**src/rtl/piso_tx_ctrl.sv**
```systemverilog
// piso_tx_ctrl: frame sequencer for an MSB-first PISO, forming a UART-style serial transmitter
// Ports: clk; reset (async, active-low); tx_data/tx_valid/tx_ready accept one word in IDLE;
// tx_abort drops the frame in flight; tx_busy marks LOAD/SHIFT; tx_done pulses after the stop bit;
// piso_enb/piso_load/piso_shift/piso_fsm_rst drive the PISO and piso_inp is the frame it loads.
// Build option: define TX_PARITY_EN to send an even-parity bit before the stop bit (FRAME_W = DATA_W+3).
module piso_tx_ctrl #(
  parameter int DATA_W   = 8,
  parameter int BAUD_DIV = 16,
`ifdef TX_PARITY_EN
  localparam int FRAME_W = DATA_W + 3
`else
  localparam int FRAME_W = DATA_W + 2
`endif
) (
  input  logic               clk,
  input  logic               reset,
  input  logic [DATA_W-1:0]  tx_data,
  input  logic               tx_valid,
  output logic               tx_ready,
  input  logic               tx_abort,
  output logic               tx_busy,
  output logic               tx_done,
  output logic               piso_enb,
  output logic               piso_load,
  output logic               piso_shift,
  output logic               piso_fsm_rst,
  output logic [FRAME_W-1:0] piso_inp
);
  localparam int BW = $clog2(BAUD_DIV);
  localparam int CW = $clog2(FRAME_W);
  localparam logic [BW-1:0] BAUD_LAST = BW'(BAUD_DIV - 1);
  localparam logic [BW-1:0] BAUD_PRE  = BW'(BAUD_DIV - 2);
  localparam logic [CW-1:0] BIT_LAST  = CW'(FRAME_W - 1);
  typedef enum logic [1:0] {IDLE, LOAD, SHIFT} state_t;
  state_t state_q, state_d;
  logic [BW-1:0] baud_q, baud_d;
  logic [CW-1:0] bit_q, bit_d;
  logic [FRAME_W-1:0] inp_q, inp_d, frame;
  logic [DATA_W-1:0] data_rev;
  logic ready_q, ready_d, busy_q, busy_d, done_q, done_d;
  logic enb_q, enb_d, load_q, load_d, shift_q, shift_d, fsm_rst_q, fsm_rst_d;
  // The PISO sends its MSB first but the line wants data LSB first, so the word goes in reversed.
  for (genvar i = 0; i < DATA_W; i++) begin : g_rev
    assign data_rev[i] = tx_data[DATA_W-1-i];
  end
`ifdef TX_PARITY_EN
  assign frame = {1'b0, data_rev, ^tx_data, 1'b1};
`else
  assign frame = {1'b0, data_rev, 1'b1};
`endif
  // Outputs are registered, so each pulse is decided one cycle early: the shift strobe is
  // raised from baud_cnt==BAUD_DIV-2 and therefore is visible while baud_cnt==BAUD_DIV-1.
  // tx_ready stays low in the tx_done cycle so the next accept cannot overlap the stop bit.
  always_comb begin
    state_d   = state_q;
    baud_d    = baud_q;
    bit_d     = bit_q;
    inp_d     = inp_q;
    ready_d   = 1'b0;
    busy_d    = 1'b0;
    done_d    = 1'b0;
    load_d    = 1'b0;
    shift_d   = 1'b0;
    fsm_rst_d = 1'b1;
    case (state_q)
      IDLE: begin
        if (tx_valid && ready_q) begin
          state_d = LOAD;
          inp_d   = frame;
          busy_d  = 1'b1;
          load_d  = 1'b1;
        end else ready_d = 1'b1;
      end
      LOAD: begin
        baud_d = '0;
        bit_d  = '0;
        if (tx_abort) begin
          state_d = IDLE;
          ready_d = 1'b1;
        end else begin
          state_d   = SHIFT;
          busy_d    = 1'b1;
          fsm_rst_d = 1'b0;
        end
      end
      default: begin
        baud_d = (baud_q == BAUD_LAST) ? '0 : baud_q + 1'b1;
        if (tx_abort) begin
          state_d = IDLE;
          ready_d = 1'b1;
        end else if (baud_q == BAUD_LAST && bit_q == BIT_LAST) begin
          state_d = IDLE;
          done_d  = 1'b1;
        end else begin
          busy_d    = 1'b1;
          fsm_rst_d = 1'b0;
          bit_d     = (baud_q == BAUD_LAST) ? bit_q + 1'b1 : bit_q;
          shift_d   = (baud_q == BAUD_PRE) && (bit_q != BIT_LAST);
        end
      end
    endcase
    enb_d = load_d | shift_d;
  end
  always_ff @(posedge clk or negedge reset) begin
    if (!reset) begin
      state_q   <= IDLE;
      baud_q    <= '0;
      bit_q     <= '0;
      inp_q     <= '1;
      ready_q   <= 1'b0;
      busy_q    <= 1'b0;
      done_q    <= 1'b0;
      enb_q     <= 1'b0;
      load_q    <= 1'b0;
      shift_q   <= 1'b0;
      fsm_rst_q <= 1'b1;
    end else begin
      state_q   <= state_d;
      baud_q    <= baud_d;
      bit_q     <= bit_d;
      inp_q     <= inp_d;
      ready_q   <= ready_d;
      busy_q    <= busy_d;
      done_q    <= done_d;
      enb_q     <= enb_d;
      load_q    <= load_d;
      shift_q   <= shift_d;
      fsm_rst_q <= fsm_rst_d;
    end
  end
  assign tx_ready     = ready_q;
  assign tx_busy      = busy_q;
  assign tx_done      = done_q;
  assign piso_enb     = enb_q;
  assign piso_load    = load_q;
  assign piso_shift   = shift_q;
  assign piso_fsm_rst = fsm_rst_q;
  assign piso_inp     = inp_q;
endmodule

```
**config.mk**
```make
export PLATFORM = sky130hd
export DESIGN_NAME = piso_tx_ctrl
export DESIGN_NICKNAME = d
export VERILOG_FILES = /design/src/rtl/piso_tx_ctrl.sv
export SDC_FILE = /design/constraint.sdc
export NUM_CORES = 1
export LEC_CHECK = 0
export ABC_CLOCK_PERIOD_IN_PS = 1900
export BUFFER_PORTS_ARGS = -buffer_cell sky130_fd_sc_hd__buf_4
export CORE_MARGIN = 2
export CORE_UTILIZATION = 40
export CTS_BUF_LIST = sky130_fd_sc_hd__clkbuf_16
export DETAILED_ROUTE_END_ITERATION = 7
export PLACE_DENSITY = 0.68
export SKIP_LAST_GASP = 1
export SLEW_MARGIN = 5
export SYNTH_ARGS = -nofsm -noshare
export SYNTH_HDL_FRONTEND = slang
export SYNTH_SLANG_ARGS = --single-unit
export TNS_END_PERCENT = 50
```
**constraint.sdc**
```tcl
create_clock -name clk -period 1.9 [get_ports clk]
set_input_delay 0 -clock clk [delete_from_list [all_inputs] [get_ports clk]]
set_output_delay 0 -clock clk [all_outputs]
set_load 0.01 [all_outputs]
```
# [Yosys cells after proc, flatten, opt, wreduce, memory -nomap -nowiden]
# Cells that the tools add are included.
[classes] n_addsub=2 eq_ne=8 mux=28 bitwise_logic=2 reduce_logical=10
[ops] op="4-bit two-way mux" n=4
[ops] op="4-bit one-hot mux with 2 select lines" n=2
[ops] op="1-bit two-way mux" n=15
[ops] op="4-bit == test (second input constant)" n=3
[ops] op="4-bit by 1-bit adder with 4-bit output (second input constant)" n=2
[ops] op="2-bit two-way mux" n=4
[ops] op="2-bit by 1-bit inequality test with 1-bit output (second input constant)" n=2
[ops] op="4-bit inequality test (second input constant)" n=1
[ops] op="1-bit one-hot mux with 2 select lines" n=2
[ops] op="2-bit one-hot mux with 2 select lines" n=1
[ops] op="2-bit AND reduction" n=2
[ops] op="4-bit AND reduction" n=1
[ops] op="4-bit nonzero test" n=1
[ops] op="1-bit logical AND" n=3
[ops] op="2-bit by 1-bit == test with 1-bit output (second input constant)" n=1
[ops] op="2-bit logical NOT" n=1
[ops] op="2-bit inequality test (second input constant)" n=1
[ops] op="2-bit nonzero test" n=1
[ops] op="2-bit OR reduction" n=1
[ops] op="1-bit inverter" n=1
[ops] op="1-bit bitwise OR" n=1
[word_totals] regBits=26 inputBits=12 out_inout_bits=17

# [Depth between registers and ports, before layout]
[depth] word_depth=6 depth_mapped=5 depth_no_buf=5

# [Worst setup path after synthesis]
# Ideal clock, no wire load.
[synth_timing] path_kind="flip-flop to flip-flop" startpoint="register bit_q[0]" endpoint="register bit_q[3]" setup_ns=0.122 t_arrival_ns=1.408 t_required_ns=1.778 setup_slack_ns=0.370 stages_incl_launch_ff=5 n_path_buf=0 cell_sequence="dfrtp_1 -> ha_1 -> and3b_1 -> or4_4 -> mux2i_1"
[synth_via] elab_chain_len=5 word_cells_on_any_way=9
[synth_lines] element="from (decl)" line="37" text="logic [CW-1:0] bit_q, bit_d;"
[synth_lines] element="from (signal assigned)" line="120" text="bit_q <= bit_d;"
[synth_lines] element="4-bit by 1-bit adder with 4-bit output" line="97" text="bit_d = (baud_q == BAUD_LAST) ? bit_q + 1'b1 : bit_q;"
[synth_lines] element="4-bit two-way mux" line="97"
[synth_lines] element="4-bit two-way mux" line="91" text="end else if (baud_q == BAUD_LAST && bit_q == BIT_LAST) begin"
[synth_lines] element="4-bit two-way mux" line="88" text="if (tx_abort) begin"
[synth_lines] element="4-bit one-hot mux with 2 select lines" line="65" text="case (state_q)"
# Several ways; a longest one is shown, not always the timed one. The select of a mux whose other input is x is not followed.
# A chain may end at the register's enable or synchronous reset.

# [Final worst setup path]
[layout_timing] startpoint="register baud_q[0]" endpoint="register bit_q[3]"
[layout_via] elab_chain_len=4 word_cells_on_any_way=5
[layout_lines] element="from (decl)" line="36" text="logic [BW-1:0] baud_q, baud_d;"
[layout_lines] element="from (signal assigned)" line="119" text="baud_q <= baud_d;"
[layout_lines] element="4-bit == test *" line="91, 97"
[layout_lines] element="1-bit logical AND" line="91"
[layout_lines] element="2-bit by 1-bit inequality test with 1-bit output (no source line)"
[layout_lines] element="4-bit AND reduction (no source line) *"
# Every way passes the cells marked *; elsewhere a longest branch is shown, timed or not.

==> summary.txt <==
Status
  – Status: complete, no violations

Place
  – Setup slack at placement: 0.315 ns
  – GP Congestion: 0.770
  – Placed Cells incl. Taps: 151
  – Dpl hpwl: 1.47 mm
  – Placed Area: 0.00136 mm2
  – PortBufs: 27

Finish
  – Post-Layout Inst Area: 0.00153 mm2
  – NumNets Final: 150
  – Most frequent cells in the layout: 28 x buf_4, 16 x dfrtp_1, 11 x nand2_1
  – # diodes: 0
  – Most common cell after layout, fill and taps aside: buf_4
  – Layout cells sized above 1: 40.6%
  – Util after Layout: 56.5%
  – Filler instances: 229
  – Fin cells: 164
  – Area Overhead vs Synth: 36.0%

Setup path
  – CP endpoint: bit_q[3]
  – Worst Setup Path Type: reg2reg
  – Cells on worst reg2reg path: 4
  – RR Startpoint: baud_q[0]
  – CP max-delay cell: or4_4
  – Worst reg2reg setup slack: 0.31 ns
  – Worst r2r dst: bit_q[3]
  – Buf/Inv on CP: 0
  – CP delay by family, top: simple AND/OR/NAND/NOR gates
  – Worst Setup SP: baud_q[0]
  – CP startpoint kind: flip-flop
  – Worst setup EP type: flip-flop
  – Worst path required time: 2.05 ns
  – CP cell instances: ha_1, nand3_2, or4_4, mux2i_1
  – Crit path depth: 4
  – Critical path arrival: 1.73 ns
  – Crit-path max cell delay: 0.55 ns
  – Worst Path Max Fanout: 6

Floorplanning
  – Initial Util: 41.5%
  – Die Y-Extent: 57.0 um
  – Die Wd: 57.0 um
  – Core ar.: 0.00271 mm2
  – Die area: 0.00325 mm2
  – Row cnt: 19
  – I/O pin cnt: 29

STA
  – Min Tclk post-route: 1.59 ns
  – Setup TNS: 0 ns
  – Worst-case clock skew: 0.00249 ns
  – Setup WS post-layout: 0.311 ns
  – RSZ-0062 raised after global routing: false
  – Final hold vios: 0
  – Fmax: 629 MHz
  – Count of final setup violators: 0
  – Final period util: 83.6%
  – WHS: 0.00978 ns
  – Count of pins over their slew limit: 0

Synth
  – Ys async rst share: 100%
  – Post-Syn Nets: 110
  – Synth Area in Compound Gates: 5.23%
  – EDFF count, synth: 0
  – #FFs+latches synth: 26
  – Largest family of logic cells by synthesized area: simple AND/OR/NAND/NOR gates
  – Synth Area in Adders: 4.45%
  – Syn Std Cell Area: 0.00112 mm2
  – Number of distinct library cells after synthesis: 30
  – Mux contribution to synthesized area: 11.6%
  – Syn avg cell area: 12.0 um2
  – Area share of xor/xnor cells in the synthesized design: 0.779%
  – Syn Inst Count: 94
  – Ys Warns: 0
  – Simple-Gate Fraction of Synth Area: 15.6%
  – Main synth FF type: dfrtp_1
  – Sequential area share after synthesis: 59.0%

Global routing
  – Initial antenna violation count: 0
  – First-pass GRT wire length: 3.44 mm
  – Vias in the first global route: 753
  – Total track usage: 14.0%
  – Largest net degree at the start of global routing: 27
  – Gr ovfl total: 0

Min path
  – Worst hold path type: in2reg

Clocking
  – TritonCTS buffer count: 3
  – TritonCTS Sinks: 26
  – Worst-skew pair later-pin latency: 0.26 ns
  – Clk slew on worst S/H paths: 0.06 ns
  – H-Tree Depth: 1
  – TritonCTS clock tree: yes
  – Resized Gates After CTS: 0
  – Clk buf depth: 2
  – CTS root buffer: clkbuf_16

Route
  – DRT Wirelength: 2.11 mm
  – DRC: 0
  – Iteration-0 DRC Markers: 20
  – Remaining antenna violation count: 0
  – DR pass1 iterations: 4
  – Via count: 796
  – Wire per inst: 12.9 um
  – Via density: 4.85

Flow run
  – Max-cap violations: 0

Pwr
  – Max VDD drop: 1.15 mV
  – Power Density: 1320 mW/mm2
  – Static Leakage: 0.728 nW
  – Final Power: 2.02 mW
==> kinds of logic after synthesis <==
| logic type | after synthesis |
|---|---|
| simple gates | 33 |
| flops | 26 |
| mux | 12 |
| compound gates | 9 |
| buf+inv | 8 |
| fa+ha+maj | 4 |
| other cells | 1 |
| xor+xnor | 1 |
==> registers in the layout (all words and copies together), names as in the netlist <==
| name | count |
|---|---|
| tx_done | 1 |
| piso_enb | 1 |
| state_q | 2 |
| tx_busy | 1 |
| piso_load | 1 |
| tx_ready | 1 |
| baud_q | 4 |
| piso_inp | 9 |
| bit_q | 4 |
| piso_fsm_rst | 1 |
| piso_shift | 1 |
==> report_power, final <==
part           switching [mW]  total, mW  internal (mW)
combinational           0.295      0.649          0.354
sequential              0.124      0.915          0.792
clock                   0.175      0.456          0.281
==> cells in the mapped netlist, drive strengths merged (3+ instances only) <==
master,number,area (um2)
dfrtp,16,400
o21ai,4,20.0
nand3,5,30.0
nand2b,3,18.8
mux2,8,90.1
inv,6,22.5
nand2,11,41.3
nor2,5,21.3
mux2i,4,40.0
ha,4,50.1
dfstp,10,263
==> per-layer routing <==
metal / vias up / track usage (%) / wire (um)
met5: - / 0 / 0
met4: 0 / 7.97 / 27
met2: 16 / 22.8 / 1120
met1: 381 / 17.3 / 920
li1: 396 / - / -
met3: 3 / 2.72 / 49
==> tightest hold or removal path, delay by kind of cell <==
| kind | cells | cell delay, ns |
|---|---|---|
| buffers and inverters | 1 | 0.10 |
| and+or+nand+nor | 2 | 0.13 |
==> how the worst min path moves through the flow <==
stage,from,endpoint,slack [ns],depth (start not counted)
after global routing,tx_abort,piso_fsm_rst,0.01,2
after detailed placement,reset,tx_busy,-0.08,1
final,tx_abort,tx_ready,0.01,3
after CTS,tx_abort,tx_ready,0.003,3
after global placement,reset,piso_load,-0.08,1
after floorplan,reset,baud_q[0],-0.30,0
==> repair_timing <==
item                      4_1_cts  5_1_grt
hold endpoints to repair       34        0
setup buffers                   0        0
hold buffers                    9        0
==> final cells by class <==
cell class / instances / area, um2 / area share [%]
flip-flops and latches: 26 / 663 / 43.3
clock inverters: 1 / 3.75 / 0.245
multi-input cells: 60 / 427 / 27.9
well taps: 31 / 38.8 / 2.53
inverters: 6 / 22.5 / 1.47
repair buffers: 37 / 300 / 19.6
clock buffers: 3 / 75.1 / 4.91
Power figures use the tool's default switching activity.
